File: config.mk
export PLATFORM = sky130hd
export DESIGN_NAME = level_progress_ctrl
export DESIGN_NICKNAME = d
export VERILOG_FILES = /design/src/rtl/sym_game_pkg.sv /design/src/rtl/sym_tick_gen.sv /design/src/rtl/level_progress_ctrl.sv
export SDC_FILE = /design/constraint.sdc
export NUM_CORES = 1
export LEC_CHECK = 0
export BUFFER_PORTS_ARGS = -buffer_cell sky130_fd_sc_hd__buf_2
export CORE_ASPECT_RATIO = 0.7
export CORE_MARGIN = 2
export CORE_UTILIZATION = 45
export CTS_CLUSTER_SIZE = 25
export DETAILED_ROUTE_END_ITERATION = 6
export HOLD_SLACK_MARGIN = 0.1
export SLEW_MARGIN = 10
export SYNTH_ARGS = -nofsm -noshare
export SYNTH_HDL_FRONTEND = slang
export SYNTH_HIERARCHICAL = 1
export SYNTH_SLANG_ARGS = --single-unit
export TNS_END_PERCENT = 1
File: constraint.sdc
create_clock -name Clk100M -period 4.7 [get_ports Clk100M]
set_clock_uncertainty 0.1 [all_clocks]
set_input_delay 0.235 -clock Clk100M [delete_from_list [all_inputs] [get_ports Clk100M]]
set_output_delay 0.235 -clock Clk100M [all_outputs]
set_load 0.02 [all_outputs]
File: src/rtl/sym_game_pkg.sv
// rtl/sym_game_pkg.sv - shared game state type, symbol-period width and parameter defaults
package sym_game_pkg;

  typedef enum logic [1:0] {
    PLAY,
    WAIT,
    DONE,
    LOST
  } game_state_e;

  localparam int SYM_PERIOD_W = 32;
  localparam int WAIT_CNT_W   = 16;

  localparam int unsigned HITS_PER_LEVEL_DEF = 10;
  localparam int unsigned MAX_MISSES_DEF     = 3;
  localparam int unsigned WAIT_TIMEOUT_DEF   = 8;

endpackage

File: src/rtl/sym_tick_gen.sv
// rtl/sym_tick_gen.sv - programmable symbol-period counter producing a registered one-cycle tick
// A limit of 0 or 1 is treated as 1, giving a tick every enabled cycle.
module sym_tick_gen
  import sym_game_pkg::*;
(
  input  logic                    clk_i,
  input  logic                    rst_i,
  input  logic                    en_i,
  input  logic                    clr_i,
  input  logic [SYM_PERIOD_W-1:0] limit_i,
  output logic                    tick_o
);

  logic [SYM_PERIOD_W-1:0] cnt_q;
  logic [SYM_PERIOD_W-1:0] last_d;
  logic                    tick_q;

  assign last_d = (limit_i <= 32'd1) ? '0 : limit_i - 32'd1;

  always_ff @(posedge clk_i) begin
    if (rst_i || clr_i) begin
      cnt_q  <= '0;
      tick_q <= 1'b0;
    end else if (en_i) begin
      // >= so a limit lowered below the running count still wraps promptly
      if (cnt_q >= last_d) begin
        cnt_q  <= '0;
        tick_q <= 1'b1;
      end else begin
        cnt_q  <= cnt_q + 32'd1;
        tick_q <= 1'b0;
      end
    end else begin
      tick_q <= 1'b0;
    end
  end

  assign tick_o = tick_q;

endmodule

File: src/rtl/level_progress_ctrl.sv
// rtl/level_progress_ctrl.sv - hit/miss counting and level-advance handshake toward the level controller
// Optional LEVEL_PROG_STATS_EN adds totalHits and lastWaitCycles outputs.
module level_progress_ctrl
  import sym_game_pkg::*;
#(
  parameter int unsigned HITS_PER_LEVEL = HITS_PER_LEVEL_DEF,
  parameter int unsigned MAX_MISSES     = MAX_MISSES_DEF,
  parameter int unsigned WAIT_TIMEOUT   = WAIT_TIMEOUT_DEF
) (
  input  logic                    Clk100M,
  input  logic                    Rst,
  input  logic                    hit,
  input  logic                    miss,
  input  logic                    newLevel,
  input  logic                    victory,
  input  logic [SYM_PERIOD_W-1:0] symGenMax,
  output logic                    incLevel,
  output logic                    symTick,
  output logic [7:0]              hitCount,
  output logic [3:0]              missCount,
  output logic                    gameOver,
`ifdef LEVEL_PROG_STATS_EN
  output logic [15:0]             totalHits,
  output logic [3:0]              lastWaitCycles,
`endif
  output logic                    levelErr
);

  game_state_e           state_q;
  logic [7:0]            hit_cnt_q;
  logic [3:0]            miss_cnt_q;
  logic                  inc_q;
  logic                  game_over_q;
  logic                  level_err_q;
  logic [WAIT_CNT_W-1:0] wait_q;

  logic [8:0]            hit_sum_d;
  logic [4:0]            miss_sum_d;
  logic [WAIT_CNT_W-1:0] wait_sum_d;
  logic                  in_play, in_wait;
  logic                  lost_now, hit_full, counts_live, wait_timeout;
  logic                  tick_en, tick_clr;

  assign in_play      = (state_q == PLAY);
  assign in_wait      = (state_q == WAIT);
  assign hit_sum_d    = {1'b0, hit_cnt_q} + 9'd1;
  assign miss_sum_d   = {1'b0, miss_cnt_q} + 5'd1;
  assign wait_sum_d   = wait_q + WAIT_CNT_W'(1);
  assign lost_now     = in_play && miss && (miss_sum_d == 5'(MAX_MISSES));
  assign hit_full     = hit && (hit_sum_d == 9'(HITS_PER_LEVEL));
  // Counters still move on the losing cycle; victory alone freezes them
  assign counts_live  = in_play && (lost_now || !victory);
  assign wait_timeout = (wait_sum_d == WAIT_CNT_W'(WAIT_TIMEOUT));
  assign tick_en      = in_play && !lost_now && !victory && !hit_full;
  assign tick_clr     = in_wait && newLevel && !victory;

  always_ff @(posedge Clk100M) begin
    if (Rst) begin
      state_q     <= PLAY;
      hit_cnt_q   <= '0;
      miss_cnt_q  <= '0;
      inc_q       <= 1'b0;
      game_over_q <= 1'b0;
      level_err_q <= 1'b0;
      wait_q      <= '0;
    end else begin
      inc_q <= 1'b0;
      case (state_q)
        PLAY: begin
          if (counts_live && hit) hit_cnt_q <= hit_full ? 8'd0 : hit_sum_d[7:0];
          if (counts_live && miss) miss_cnt_q <= miss_sum_d[3:0];
          if (lost_now) begin
            game_over_q <= 1'b1;
            state_q     <= LOST;
          end else if (victory) begin
            state_q <= DONE;
          end else if (hit_full) begin
            inc_q   <= 1'b1;
            wait_q  <= '0;
            state_q <= WAIT;
          end
        end
        WAIT: begin
          wait_q <= wait_sum_d;
          if (victory) begin
            state_q <= DONE;
          end else if (newLevel) begin
            state_q <= PLAY;
          end else if (wait_timeout) begin
            level_err_q <= 1'b1;
            state_q     <= PLAY;
          end
        end
        default: ;
      endcase
    end
  end

  sym_tick_gen u_tick (
    .clk_i  (Clk100M),
    .rst_i  (Rst),
    .en_i   (tick_en),
    .clr_i  (tick_clr),
    .limit_i(symGenMax),
    .tick_o (symTick)
  );

  assign incLevel  = inc_q;
  assign hitCount  = hit_cnt_q;
  assign missCount = miss_cnt_q;
  assign gameOver  = game_over_q;
  assign levelErr  = level_err_q;

`ifdef LEVEL_PROG_STATS_EN
  logic [15:0] total_hits_q;
  logic [3:0]  last_wait_q;
  logic        wait_exit;

  assign wait_exit = in_wait && (victory || newLevel || wait_timeout);

  always_ff @(posedge Clk100M) begin
    if (Rst) begin
      total_hits_q <= '0;
      last_wait_q  <= '0;
    end else begin
      if (counts_live && hit && (total_hits_q != 16'hFFFF)) total_hits_q <= total_hits_q + 16'd1;
      if (wait_exit) last_wait_q <= (wait_sum_d > WAIT_CNT_W'(15)) ? 4'hF : wait_sum_d[3:0];
    end
  end

  assign totalHits      = total_hits_q;
  assign lastWaitCycles = last_wait_q;
`endif

endmodule

==> flow_metrics.py <==
metrics = {
    "clock_tree": {
        "cts_tree": "yes",
        "clk_latency_ns": 0.33,
        "cts_buffers": 9,
        "cts_buffer_depth": 2,
        "path_clk_slew_ns": 0.05,
        "cts_resized": 0,
        "root_buffer": "clkbuf_16",
        "htreeDepth": 3,
        "clock-sinks": 66,
        "post_cts_buffers": 0,
    },
    "flow_run": {
        "cap_violations": 0,
    },
    "floorplan": {
        "ios": 54,
        "core_sq_mm": 0.0110,
        "dieHeight_um": 92.5,
        "core.rowCount": 32,
        "start_util_pct": 45.9,
        "die-area_sq_mm": 0.0121,
        "die_x_um": 130,
    },
    "grt": {
        "antenna_found_initial": 0,
        "grt_pass1_vias": 4105,
        "grt_max_degree": 36,
        "grt.overflow.total": 0,
        "grt_usage_pct": 20.2,
        "grt_pass1_wl_um": 19800,
    },
    "timing": {
        "layout_setup_ws_ns": 0.883,
        "fmax_mhz": 262,
        "slew_violations": 0,
        "layout_min_cycle_time_ns": 3.82,
        "rsz0062_at_grt": "false",
        "hold_violations": 0,
        "worst_pin_slew_ns": 0.984,
        "setup_viol": 0,
        "post-route-period-util_pct": 81.2,
        "max_slew_margin_pct": 34.3,
        "fin_setup_tns_ns": 0,
    },
    "synthesis": {
        "syn_area_per_cell_sq_um": 8.12,
        "yosysWarnings": 6,
        "synth_ff_type": "dfxtp_1",
        "async_flop_share_pct": 0,
        "synth_edf_count": 0,
        "syn-num-nets": 698,
        "ys_types": 73,
        "ys_ff_latch": 66,
        "synth_area_sq_mm": 0.00503,
        "synthCells": 620,
        "synth_seq_area_share_pct": 26.3,
    },
    "drt": {
        "dr.max_layer_used": "met4",
        "wirelength_um": 11700,
        "wl_met3_um": 450,
        "wire_per_inst_um": 14.1,
        "firstDrtPassIters": 5,
        "via_per_inst": 5.54,
        "via_count": 4579,
        "wl_met1_um": 6200,
        "drtIter0Drc": 271,
        "ant_nets": 0,
        "drcViolationCount": 0,
        "route.met2.wl_um": 4910,
    },
    "worst_setup_path": {
        "arrival_ns": 3.89,
        "r2r_slack_ns": 1.14,
        "setup.worst_path.class": "input port to register",
        "critPathLaunchType": "input port",
        "path_max_fanout": 29,
        "cp-end-kind": "register",
        "required_ns": 4.78,
    },
    "pwr": {
        "ir_worst_vdd_v": 0.000236,
        "power.density_mw_per_mm2": 246,
        "cellLeakagePower_nw": 2.37,
    },
    "finish": {
        "final_layout_size_suffix_gt1_share_pct": 15.8,
        "diodes": 0,
        "fin_nets": 746,
        "syn_to_final_growth_pct": 13.9,
    },
    "placed_design": {
        "gp_congestion": 0.838,
        "portBuffers": 53,
        "dp_slack_ns": 0.619,
        "hpwl_um": 8700,
    },
    "worst_hold_path": {
        "worstHoldPathType": "input port to register",
    },
    "run_status": {
        "status": "finished, final reports clean",
    },
}
## area by class of cell
| type | count | area [sq um] |
|---|---|---|
| Sequential cell | 66 | 1320 |
| Multi-Input combinational cell | 523 | 3550 |
| Fill cell | 1114 | 5240 |
| Tap cell | 153 | 191 |
| Inverter | 9 | 33.8 |
| Clock buffer | 11 | 243 |
| Timing Repair Buffer | 59 | 313 |
| Clock inverter | 5 | 77.6 |
## worst max-delay path: stages
cell and delay, ns:
buf_2 0.11, or4_4 0.57, nor4_4 0.25, nand4_1 0.33, nor4_2 0.26, xor2_1 0.18
nand2_1 0.08, ha_1 0.35, nand4_1 0.10, nor4_1 0.43, a221oi_1 0.17, o21a_1 0.22
a21oi_2 0.17, buf_4 0.33, nor3_1 0.11
## placed cells by master (no fill, tap or decap), types with 3 or more instances in the layout
| cell type | synthesis | routed |
|---|---|---|
| a21o_1 | 4 | 4 |
| a21oi_1 | 31 | 30 |
| a221oi_1 | 3 | 3 |
| a31oi_1 | 6 | 6 |
| and2_1 | 10 | 10 |
| and3_1 | 12 | 12 |
| and4_1 | 7 | 7 |
| buf_2 | 2 | 53 |
| buf_4 | 0 | 5 |
| clkbuf_16 | 0 | 9 |
| dfxtp_1 | 66 | 66 |
| ha_1 | 40 | 40 |
| inv_1 | 9 | 9 |
| nand2_1 | 78 | 78 |
| nand2b_1 | 9 | 9 |
| nand3_1 | 28 | 28 |
| nand3b_1 | 5 | 5 |
| nand4_1 | 19 | 19 |
| nor2_1 | 38 | 38 |
| nor2b_1 | 5 | 5 |
| nor3_1 | 51 | 51 |
| nor4_1 | 8 | 8 |
| nor4_2 | 4 | 4 |
| nor4_4 | 4 | 4 |
| o21ai_0 | 22 | 22 |
| o21ai_1 | 5 | 5 |
| o31ai_1 | 4 | 3 |
| or2_2 | 4 | 4 |
| or3_1 | 11 | 11 |
| or4_1 | 4 | 4 |
| xnor2_1 | 15 | 15 |
| xor2_1 | 53 | 53 |
## routing by layer
metal / global-route usage (%) / vias to the layer above
met2: 29.3 / 68
met1: 30.3 / 2137
met5: 0 / -
met3: 4.68 / 13
met4: 4.26 / 0
li1: - / 2361
## sequential cells by signal (all words and copies together), names as in the netlist
name           cells
levelErr           1
hitCount           8
incLevel           1
missCount          4
gameOver           1
u_tick/tick_o      1
u_tick/cnt_q      32
state_q            2
wait_q            16
## synth_stat cells (2+ instances only)
| library cell | n | area share [%] |
|---|---|---|
| nor4bb_1 | 2 | 0.40 |
| nor4_1 | 8 | 0.99 |
| nor3_1 | 51 | 5.1 |
| a221oi_1 | 3 | 0.52 |
| clkbuf_1 | 12 | 0.90 |
| and4_1 | 7 | 1.2 |
| dfxtp_1 | 66 | 26 |
| or2_2 | 4 | 0.50 |
| inv_1 | 9 | 0.67 |
| o211ai_1 | 2 | 0.30 |
| o31ai_1 | 4 | 0.60 |
| nor4_2 | 4 | 0.99 |
| nor4_4 | 4 | 1.7 |
| nor2_1 | 38 | 2.8 |
| or4_4 | 2 | 0.45 |
| nand4b_1 | 2 | 0.35 |
| a31oi_1 | 6 | 0.75 |
| nand2_1 | 78 | 5.8 |
| a21oi_1 | 31 | 3.1 |
| a41oi_1 | 2 | 0.35 |
| nor2b_1 | 5 | 0.62 |
| or4_1 | 4 | 0.60 |
| or3_1 | 11 | 1.4 |
| and2_1 | 10 | 1.2 |
| nand3b_1 | 5 | 0.75 |
| nand3_1 | 28 | 2.8 |
| nor3b_1 | 2 | 0.30 |
| and3_1 | 12 | 1.5 |
| buf_6 | 3 | 0.67 |
| xor2_1 | 53 | 9.2 |
| ha_1 | 40 | 9.9 |
| o21ai_1 | 5 | 0.50 |
| xnor2_1 | 15 | 2.6 |
| o21ai_0 | 22 | 2.2 |
| nand2b_1 | 9 | 1.1 |
| clkbuf_8 | 2 | 0.55 |
| buf_2 | 2 | 0.20 |
| nand4_1 | 19 | 2.4 |
| a21o_1 | 4 | 0.60 |
## final timing paths
path,start,end,cells past startpoint
setup / recovery,symGenMax[19],u_tick/cnt_q[5],15
setup reg to reg,hitCount[0],u_tick/cnt_q[31],13
hold reg to reg,levelErr,levelErr,2
hold / removal,newLevel,levelErr,4
## power breakdown
part	leakage (nW)	switching, mW	total [mW]	internal [mW]
logic	1.68	0.0738	0.121	0.0470
clock network	0.156	0.244	0.720	0.477
registers	0.532	0.00595	0.570	0.564
## cells by family after synthesis
| kind of cell | count (synthesis) | share of synthesized area, % |
|---|---|---|
| AOI/OAI and AO/OA | 95 | 12.0 |
| xor gates and xnor gates | 68 | 11.8 |
| adders and majority gates | 40 | 9.95 |
| buffers and inverters | 31 | 3.36 |
| DFF | 66 | 26.3 |
| muxes | 1 | 0.224 |
| and+or+nand+nor | 319 | 36.3 |
## what timing repair did
action	4_1_cts	5_1_grt
endpoints found under the hold margin	1	0
setup endpoints to repair	0	0
hold buffers	1	0
## per-stage QoR
| step | hold slack, ns | cell area, sq um | total power, mW | instances | util (%) |
|---|---|---|---|---|---|
| 2_1_floorplan | 0.256 | 5030 | 0.653 | 620 | - |
| 3_3_place_gp | 0.342 | 5400 | 0.698 | 809 | 49.2 |
| 3_5_place_dp | 0.346 | 5400 | 0.702 | 809 | 49.2 |
| 4_1_cts | 0.123 | 5730 | 1.43 | 826 | 52.2 |
| 5_1_grt | 0.172 | 5730 | 1.47 | 826 | 52.2 |
| 6_report | 0.141 | 5730 | 1.41 | 826 | 52.2 |
No activity file was read; power rests on OpenSTA's default activity.
